--- src/rtl/scc_access_sequencer.sv ---
// -----------------------------------------------------------------------------
// scc_access_sequencer
//
// Sole owner of the SCC wave-RAM req/ack port. Two requesters share it:
//   - CPU slot accesses, which always win arbitration at an idle decision point.
//   - A mirror engine that replays CPU writes to channel-4 wave RAM
//     (0x60-0x7F) into channel-5 wave RAM (0x80-0x9F) through a small FIFO.
// Transactions never preempt each other, and scc_req always drops for at
// least one IDLE cycle between two transactions.
//
// Ports
//   clk_i          system clock
//   reset_n_i      asynchronous active-low reset
//   copy_en_i      1 = mirror channel-4 writes into channel 5
//   cpu_stb_i      one-cycle access strobe (legal only while cpu_busy_o=0)
//   cpu_wr_i       1 = write, 0 = read (qualified by cpu_stb_i)
//   cpu_addr_i     SCC-space address (qualified by cpu_stb_i)
//   cpu_wdata_i    write data (qualified by cpu_stb_i)
//   cpu_busy_o     CPU access pending or in flight
//   cpu_done_o     one-cycle pulse when the CPU access completes
//   cpu_rdata_o    read data, held until the next read completes
//   scc_req_o      request to scc_wave, held until scc_ack_i
//   scc_wrt_o      write qualifier to scc_wave
//   scc_adr_o      address to scc_wave
//   scc_dbo_o      write data to scc_wave
//   scc_ack_i      scc_wave acknowledge
//   scc_dbi_i      scc_wave read data, valid with scc_ack_i
//   fifo_level_o   number of queued mirror entries
//   overflow_o     sticky: a mirror write was dropped (FIFO full)
//   proto_err_o    sticky: cpu_stb_i seen while cpu_busy_o=1
// -----------------------------------------------------------------------------
module scc_access_sequencer #(
    parameter int DEPTH = 4
) (
    input  logic                     clk_i,
    input  logic                     reset_n_i,
    input  logic                     copy_en_i,
    input  logic                     cpu_stb_i,
    input  logic                     cpu_wr_i,
    input  logic [7:0]               cpu_addr_i,
    input  logic [7:0]               cpu_wdata_i,
    output logic                     cpu_busy_o,
    output logic                     cpu_done_o,
    output logic [7:0]               cpu_rdata_o,
    output logic                     scc_req_o,
    output logic                     scc_wrt_o,
    output logic [7:0]               scc_adr_o,
    output logic [7:0]               scc_dbo_o,
    input  logic                     scc_ack_i,
    input  logic [7:0]               scc_dbi_i,
    output logic [$clog2(DEPTH):0]   fifo_level_o,
    output logic                     overflow_o,
    output logic                     proto_err_o
);

    localparam int AW = $clog2(DEPTH);
    localparam logic [AW:0] FULL_LEVEL = (AW + 1)'(DEPTH);

    typedef enum logic [1:0] {
        IDLE,
        CPU,
        COPY
    } state_e;

    state_e state_q, state_d;

    // One-entry CPU holding register
    logic       hold_valid_q, hold_valid_d;
    logic       hold_wr_q, hold_wr_d;
    logic [7:0] hold_addr_q, hold_addr_d;
    logic [7:0] hold_wdata_q, hold_wdata_d;

    // Registered outputs
    logic       req_q, req_d;
    logic       wrt_q, wrt_d;
    logic [7:0] adr_q, adr_d;
    logic [7:0] dbo_q, dbo_d;
    logic       done_q, done_d;
    logic [7:0] rdata_q, rdata_d;
    logic       ovf_q, ovf_d;
    logic       proto_q, proto_d;

    // Mirror FIFO: entry = {channel-4 offset[4:0], data[7:0]}
    logic [12:0]   mem_q [DEPTH];
    logic [AW-1:0] wr_ptr_q, wr_ptr_d;
    logic [AW-1:0] rd_ptr_q, rd_ptr_d;
    logic [AW:0]   count_q, count_d;
    logic          push, pop;
    logic [12:0]   head;

    assign head = mem_q[rd_ptr_q];

    // Next-state logic for the FSM, holding register, outputs and FIFO control.
    // The IDLE branch forwards the strobe fields directly so that a strobe in
    // IDLE produces scc_req on the very next cycle.
    always_comb begin
        state_d      = state_q;
        hold_valid_d = hold_valid_q;
        hold_wr_d    = hold_wr_q;
        hold_addr_d  = hold_addr_q;
        hold_wdata_d = hold_wdata_q;
        req_d        = req_q;
        wrt_d        = wrt_q;
        adr_d        = adr_q;
        dbo_d        = dbo_q;
        done_d       = 1'b0;
        rdata_d      = rdata_q;
        ovf_d        = ovf_q;
        proto_d      = proto_q;
        push         = 1'b0;
        pop          = 1'b0;

        if (cpu_stb_i) begin
            if (hold_valid_q) begin
                proto_d = 1'b1;
            end else begin
                hold_valid_d = 1'b1;
                hold_wr_d    = cpu_wr_i;
                hold_addr_d  = cpu_addr_i;
                hold_wdata_d = cpu_wdata_i;
            end
        end

        case (state_q)
            IDLE: begin
                if (hold_valid_q || cpu_stb_i) begin
                    state_d = CPU;
                    req_d   = 1'b1;
                    wrt_d   = hold_valid_q ? hold_wr_q    : cpu_wr_i;
                    adr_d   = hold_valid_q ? hold_addr_q  : cpu_addr_i;
                    dbo_d   = hold_valid_q ? hold_wdata_q : cpu_wdata_i;
                end else if (count_q != '0) begin
                    state_d = COPY;
                    req_d   = 1'b1;
                    wrt_d   = 1'b1;
                    adr_d   = {3'b100, head[12:8]};
                    dbo_d   = head[7:0];
                end
            end
            CPU: begin
                if (scc_ack_i) begin
                    state_d      = IDLE;
                    req_d        = 1'b0;
                    done_d       = 1'b1;
                    hold_valid_d = 1'b0;
                    if (!hold_wr_q) begin
                        rdata_d = scc_dbi_i;
                    end
                    if (copy_en_i && hold_wr_q && (hold_addr_q[7:5] == 3'b011)) begin
                        if (count_q == FULL_LEVEL) begin
                            ovf_d = 1'b1;
                        end else begin
                            push = 1'b1;
                        end
                    end
                end
            end
            COPY: begin
                if (scc_ack_i) begin
                    state_d = IDLE;
                    req_d   = 1'b0;
                    pop     = 1'b1;
                end
            end
            default: begin
                state_d = IDLE;
                req_d   = 1'b0;
            end
        endcase
    end

    // FIFO pointer and level bookkeeping; push and pop never coincide.
    always_comb begin
        wr_ptr_d = wr_ptr_q;
        rd_ptr_d = rd_ptr_q;
        count_d  = count_q;
        if (push) begin
            wr_ptr_d = wr_ptr_q + 1'b1;
            count_d  = count_q + 1'b1;
        end else if (pop) begin
            rd_ptr_d = rd_ptr_q + 1'b1;
            count_d  = count_q - 1'b1;
        end
    end

    // State and output registers; reset drops scc_req immediately and
    // discards pending and queued work.
    always_ff @(posedge clk_i or negedge reset_n_i) begin
        if (!reset_n_i) begin
            state_q      <= IDLE;
            hold_valid_q <= 1'b0;
            hold_wr_q    <= 1'b0;
            hold_addr_q  <= 8'h00;
            hold_wdata_q <= 8'h00;
            req_q        <= 1'b0;
            wrt_q        <= 1'b0;
            adr_q        <= 8'h00;
            dbo_q        <= 8'h00;
            done_q       <= 1'b0;
            rdata_q      <= 8'h00;
            ovf_q        <= 1'b0;
            proto_q      <= 1'b0;
            wr_ptr_q     <= '0;
            rd_ptr_q     <= '0;
            count_q      <= '0;
        end else begin
            state_q      <= state_d;
            hold_valid_q <= hold_valid_d;
            hold_wr_q    <= hold_wr_d;
            hold_addr_q  <= hold_addr_d;
            hold_wdata_q <= hold_wdata_d;
            req_q        <= req_d;
            wrt_q        <= wrt_d;
            adr_q        <= adr_d;
            dbo_q        <= dbo_d;
            done_q       <= done_d;
            rdata_q      <= rdata_d;
            ovf_q        <= ovf_d;
            proto_q      <= proto_d;
            wr_ptr_q     <= wr_ptr_d;
            rd_ptr_q     <= rd_ptr_d;
            count_q      <= count_d;
        end
    end

    // FIFO storage needs no reset: the pointers alone define valid entries.
    always_ff @(posedge clk_i) begin
        if (push) begin
            mem_q[wr_ptr_q] <= {hold_addr_q[4:0], hold_wdata_q};
        end
    end

    assign cpu_busy_o   = hold_valid_q;
    assign cpu_done_o   = done_q;
    assign cpu_rdata_o  = rdata_q;
    assign scc_req_o    = req_q;
    assign scc_wrt_o    = wrt_q;
    assign scc_adr_o    = adr_q;
    assign scc_dbo_o    = dbo_q;
    assign fifo_level_o = count_q;
    assign overflow_o   = ovf_q;
    assign proto_err_o  = proto_q;

endmodule

--- config.mk ---
export PLATFORM = sky130hd
export DESIGN_NAME = scc_access_sequencer
export DESIGN_NICKNAME = d
export VERILOG_FILES = /design/src/rtl/scc_access_sequencer.sv
export SDC_FILE = /design/constraint.sdc
export NUM_CORES = 1
export LEC_CHECK = 0
export CAP_MARGIN = 20
export CORE_ASPECT_RATIO = 0.7
export CORE_MARGIN = 1
export CORE_UTILIZATION = 30
export CTS_BUF_LIST = sky130_fd_sc_hd__clkbuf_4 sky130_fd_sc_hd__clkbuf_8 sky130_fd_sc_hd__clkbuf_16
export DETAILED_ROUTE_END_ITERATION = 7
export SLEW_MARGIN = 25
export SYNTH_ARGS = -nofsm -noshare
export SYNTH_HDL_FRONTEND = slang
export SYNTH_SLANG_ARGS = --single-unit
--- constraint.sdc ---
create_clock -name clk_i -period 5.4 [get_ports clk_i]
set_input_delay 1.08 -clock clk_i [delete_from_list [all_inputs] [get_ports clk_i]]
set_output_delay 1.08 -clock clk_i [all_outputs]
set_load 0.05 [all_outputs]
==> impl_summary.md <==
STA
Setup slack on the critical path of the routed design comes to 2070 ps. The worst path in the final design needs a cycle of 3330 ps, including I/O delays and setup. The setup TNS is 0 ps.

The transition time at the pin with the least slew margin is 930 ps. The headroom to the max-slew limit is 0.380. In the finished design, the share of the clock period the worst path needs comes to 0.618. Setup repair after global routing left no endpoint under its margin.

The number of slew-limit violations in the final report came to 0. Across the routed clock network, the largest skew measured is 6.56 ps. The final-report hold violation count came to 0.

The total of endpoints with negative setup slack in the final report is 0. Hold is met by 474 ps. The highest attainable clock frequency is 300 MHz.

Worst setup path
The kind of cell adding the most delay to the critical path is buffers and inverters. The maximum cell stage delay along the critical path is 960 ps. The number of buffer and inverter instances along the worst setup path is 1. At the worst endpoint, the required time is 4320 ps. The slack of the worst reg-to-reg path is 3020 ps.

The element type at the critical path end is an output pin. The worst endpoint data arrival time is 2250 ps. In this run the worst path has a maximum fanout of 23. The critical path class is flop to output pin. The largest individual stage delay along the critical path comes from the cell sky130_fd_sc_hd__clkdlybuf4s50_1. Traced cell by cell, the critical path runs through clkdlybuf4s50_1.

The worst setup path is launched from a flop.

GRT
In the global route stage, met3 resource usage came out at 0.0358. The global-route total usage across every layer is 0.128. The total grt overflow is 0. The busiest layer in global routing is met2. The largest net degree at the start of global routing is 57.

The first global-routing pass estimated 15100 um of wire. The met1 routing resource usage after global routing is 0.179. The initial antenna violation count was 0. The number of global-route vias before repair is 2819. In the global route stage, met2 resource usage came out at 0.192.

Cells and area
From synthesis to final layout, the design area changed by 24.7%. The antenna diode count is 0. The finished layout holds 566 standard cells, fillers aside. The finished cells cover 5640 sq um. The number of nets in the finished design is 404.

In the final layout, the share of cells above drive strength 1 is 0.124. At the end of the flow the core is filled with cells to 0.383.

Synth
The average cell area after synthesis is 14.9 sq um. sky130_fd_sc_hd__edfxtp_1 takes more of the synthesized area than any other cell. Sorting the synthesized cells by area gives the leading types as sky130_fd_sc_hd__edfxtp_1, sky130_fd_sc_hd__dfrtp_1, sky130_fd_sc_hd__mux4_2.

For this run, the leading register cell type out of synthesis is sky130_fd_sc_hd__dfrtp_1. The commonest cells after synthesis are sky130_fd_sc_hd__dfrtp_1, sky130_fd_sc_hd__edfxtp_1, sky130_fd_sc_hd__nand2_1, sky130_fd_sc_hd__inv_1, sky130_fd_sc_hd__mux2i_1. The total standard cell area after synthesis is 4520 sq um. Synthesis produced 304 cells. The total of flip-flops plus latches after synthesis is 108.

The number of enable flip-flop cells after synthesis is 52. The number of library cell types mapped by synthesis is 48. The proportion of synthesized flip-flops having asynchronous set or reset is 0.519. The number of nets produced by synthesis is 342.

The most common cell in the synthesized netlist is sky130_fd_sc_hd__dfrtp_1. Of the post-synthesis cell area, the dominant cell type holds 0.345. The post-synthesis sequential area ratio is 0.655. The synthesis warning total is 0.

Clock tree
The post-CTS repair timing setup buffer count is 0. The number of clock sinks seen by CTS is 108. In this run, post-CTS repair resized a total of 0 instances. TritonCTS built the clock tree. In this run the clock root is driven by a sky130_fd_sc_hd__clkbuf_16. After clock tree synthesis, the clock-pin slew on the worst setup and hold paths is 70 ps. The maximum buffer depth of the clock tree is 2. The total of hold buffers inserted after clock tree synthesis is 0.

The H-tree was split into 3 levels. The number of buffers inserted during clock tree synthesis is 9. For the worst-skew pair, the clock arrives at the later sink with an insertion delay of 340 ps.

Power
The switching share of power is 0.386. The fraction of power consumed by combinational cells is 0.396. The internal cell power is 2.08 mW.

The share of total power dissipated in sequential elements is 0.407. In this run the power density over the cells is 600 nW/um^2. The peak supply drop is 0.254 mV. The overall power is 3.38 mW. Summed over all cells, the static leakage comes to 2.24 nW. The switching power is 1.31 mW.

The fraction of power consumed by the clock network is 0.197.

Status
The run finished with clean final reports.

Route
The number of optimization iterations in the first detailed-route pass is 4. The overall via count from detail_route is 2708. The detail route stage leaves a number of antenna-violating nets equal to 0. In the routed layout, each cell is associated on average with a via count of 4.78. The number of DRC markers after the initial detailed-route iteration is 352. In the routed design, unresolved DRC markers number 0. After detailed routing, the total wire length is 9360 um. After detailed routing, the average wire length per cell comes to 16.5 um.

Floorplan
The floorplan step defined a die boundary enclosing 15600 sq um. After floorplanning, the core was sized to cover 14700 sq um. Measured along the x axis, the die boundary spans 149 um. The initial utilization of the core area, before any placement, comes to 0.307. The number of placement rows is 37. During I/O placement, the number of pins put on the boundary was 63.

The chip height is 105 um.

Job
Across the run, the number of max-cap violations was 0.

Min path
The type of the tightest min-delay check is flop to flop.

Placement
The cell area reported after detailed placement is 5330 sq um. The global placement routability congestion is 0.829. The number of cells in the design after placement is 550.

Summed over all nets, the half-perimeter wirelength after detailed placement is 6200 um. The count of input and output buffers is 62. Timing analysis after detailed placement gives a worst setup slack of 2020 ps.
==> per-layer routing <==
metal,part of all wire,up-vias
met2,0.46,71
met5,0,-
met4,0.010,0
met3,0.060,12
li1,-,1258
met1,0.47,1367
==> sequential cells by signal (all words and copies together) (netlist names), 2 cells and up <==
signal and count:
cpu_rdata_o 8, fifo_level_o 3, hold_addr_q 8, hold_wdata_q 8, mem_q 52, rd_ptr_q 2
scc_adr_o 8, scc_dbo_o 8, state_q 2, wr_ptr_q 2
==> final timing paths <==
kind / end / start / depth (start not counted)
setup / recovery: cpu_busy_o / cpu_busy_o$_DFF_PN0_ / 1
hold / removal: overflow_o$_DFFE_PN0P_ / overflow_o$_DFFE_PN0P_ / 1
setup reg to reg: fifo_level_o[2]$_DFFE_PN0P_ / state_q[1]$_DFFE_PN0P_ / 8
hold reg to reg: overflow_o$_DFFE_PN0P_ / overflow_o$_DFFE_PN0P_ / 1
max in group asynchronous: scc_dbo_o[5]$_DFFE_PN0P_ / reset_n_i / 2
min in group asynchronous: cpu_rdata_o[7]$_DFFE_PN0P_ / reset_n_i / 2
==> power groups by stage <==
stage	Combinational, mW	Clock (mW)	Sequential, mW
after global routing	1.44	0.718	1.42
after floorplan	0.649	0	1.66
final	1.34	0.667	1.38
after detailed placement	1.35	0	1.40
after global placement	1.34	0	1.39
after CTS	1.36	0.688	1.39
==> cell type report <==
cell class                 count  area, sq um
timing repair buffer          66          646
inverter                      19         71.3
multi-input combinational    162         1410
clock inverter                 4         48.8
sequential                   108         2960
clock buffer                  12          260
tap                          195          244
fill                        1393         9080
==> cell families (layout without fill, tap and decap cells) <==
kind of cell | after synthesis | in the layout | share of synthesized area
xor gates and xnor gates | 5 | 5 | 0.00968
buffers and inverters | 34 | 101 | 0.0354
AOI/OAI and AO/OA | 33 | 33 | 0.0650
muxes | 40 | 40 | 0.132
DFF | 108 | 108 | 0.655
adders and majority gates | 8 | 8 | 0.0221
and+or+nand+nor | 76 | 76 | 0.0805
==> cells in the final DEF (no fill, tap or decap), types with 2 or more instances in the layout <==
cell / instances
sky130_fd_sc_hd__dfrtp_1: 56
sky130_fd_sc_hd__a21o_1: 3
sky130_fd_sc_hd__o311ai_0: 3
sky130_fd_sc_hd__nand2b_1: 2
sky130_fd_sc_hd__mux2i_1: 14
sky130_fd_sc_hd__edfxtp_1: 52
sky130_fd_sc_hd__nor2_1: 4
sky130_fd_sc_hd__ha_1: 8
sky130_fd_sc_hd__clkdlybuf4s50_1: 61
sky130_fd_sc_hd__a22o_1: 3
sky130_fd_sc_hd__clkbuf_8: 2
sky130_fd_sc_hd__a32o_1: 2
sky130_fd_sc_hd__clkbuf_16: 9
sky130_fd_sc_hd__a31o_2: 2
sky130_fd_sc_hd__inv_1: 19
sky130_fd_sc_hd__and2_1: 6
sky130_fd_sc_hd__xnor2_1: 4
sky130_fd_sc_hd__mux2_2: 11
sky130_fd_sc_hd__mux4_2: 9
sky130_fd_sc_hd__o22ai_1: 2
sky130_fd_sc_hd__clkinvlp_4: 2
sky130_fd_sc_hd__nand2_1: 48
sky130_fd_sc_hd__buf_4: 4
sky130_fd_sc_hd__mux4_1: 4
sky130_fd_sc_hd__nor2b_1: 3
sky130_fd_sc_hd__a222oi_1: 12
Note: power is estimated with default switching activity, not from simulation.
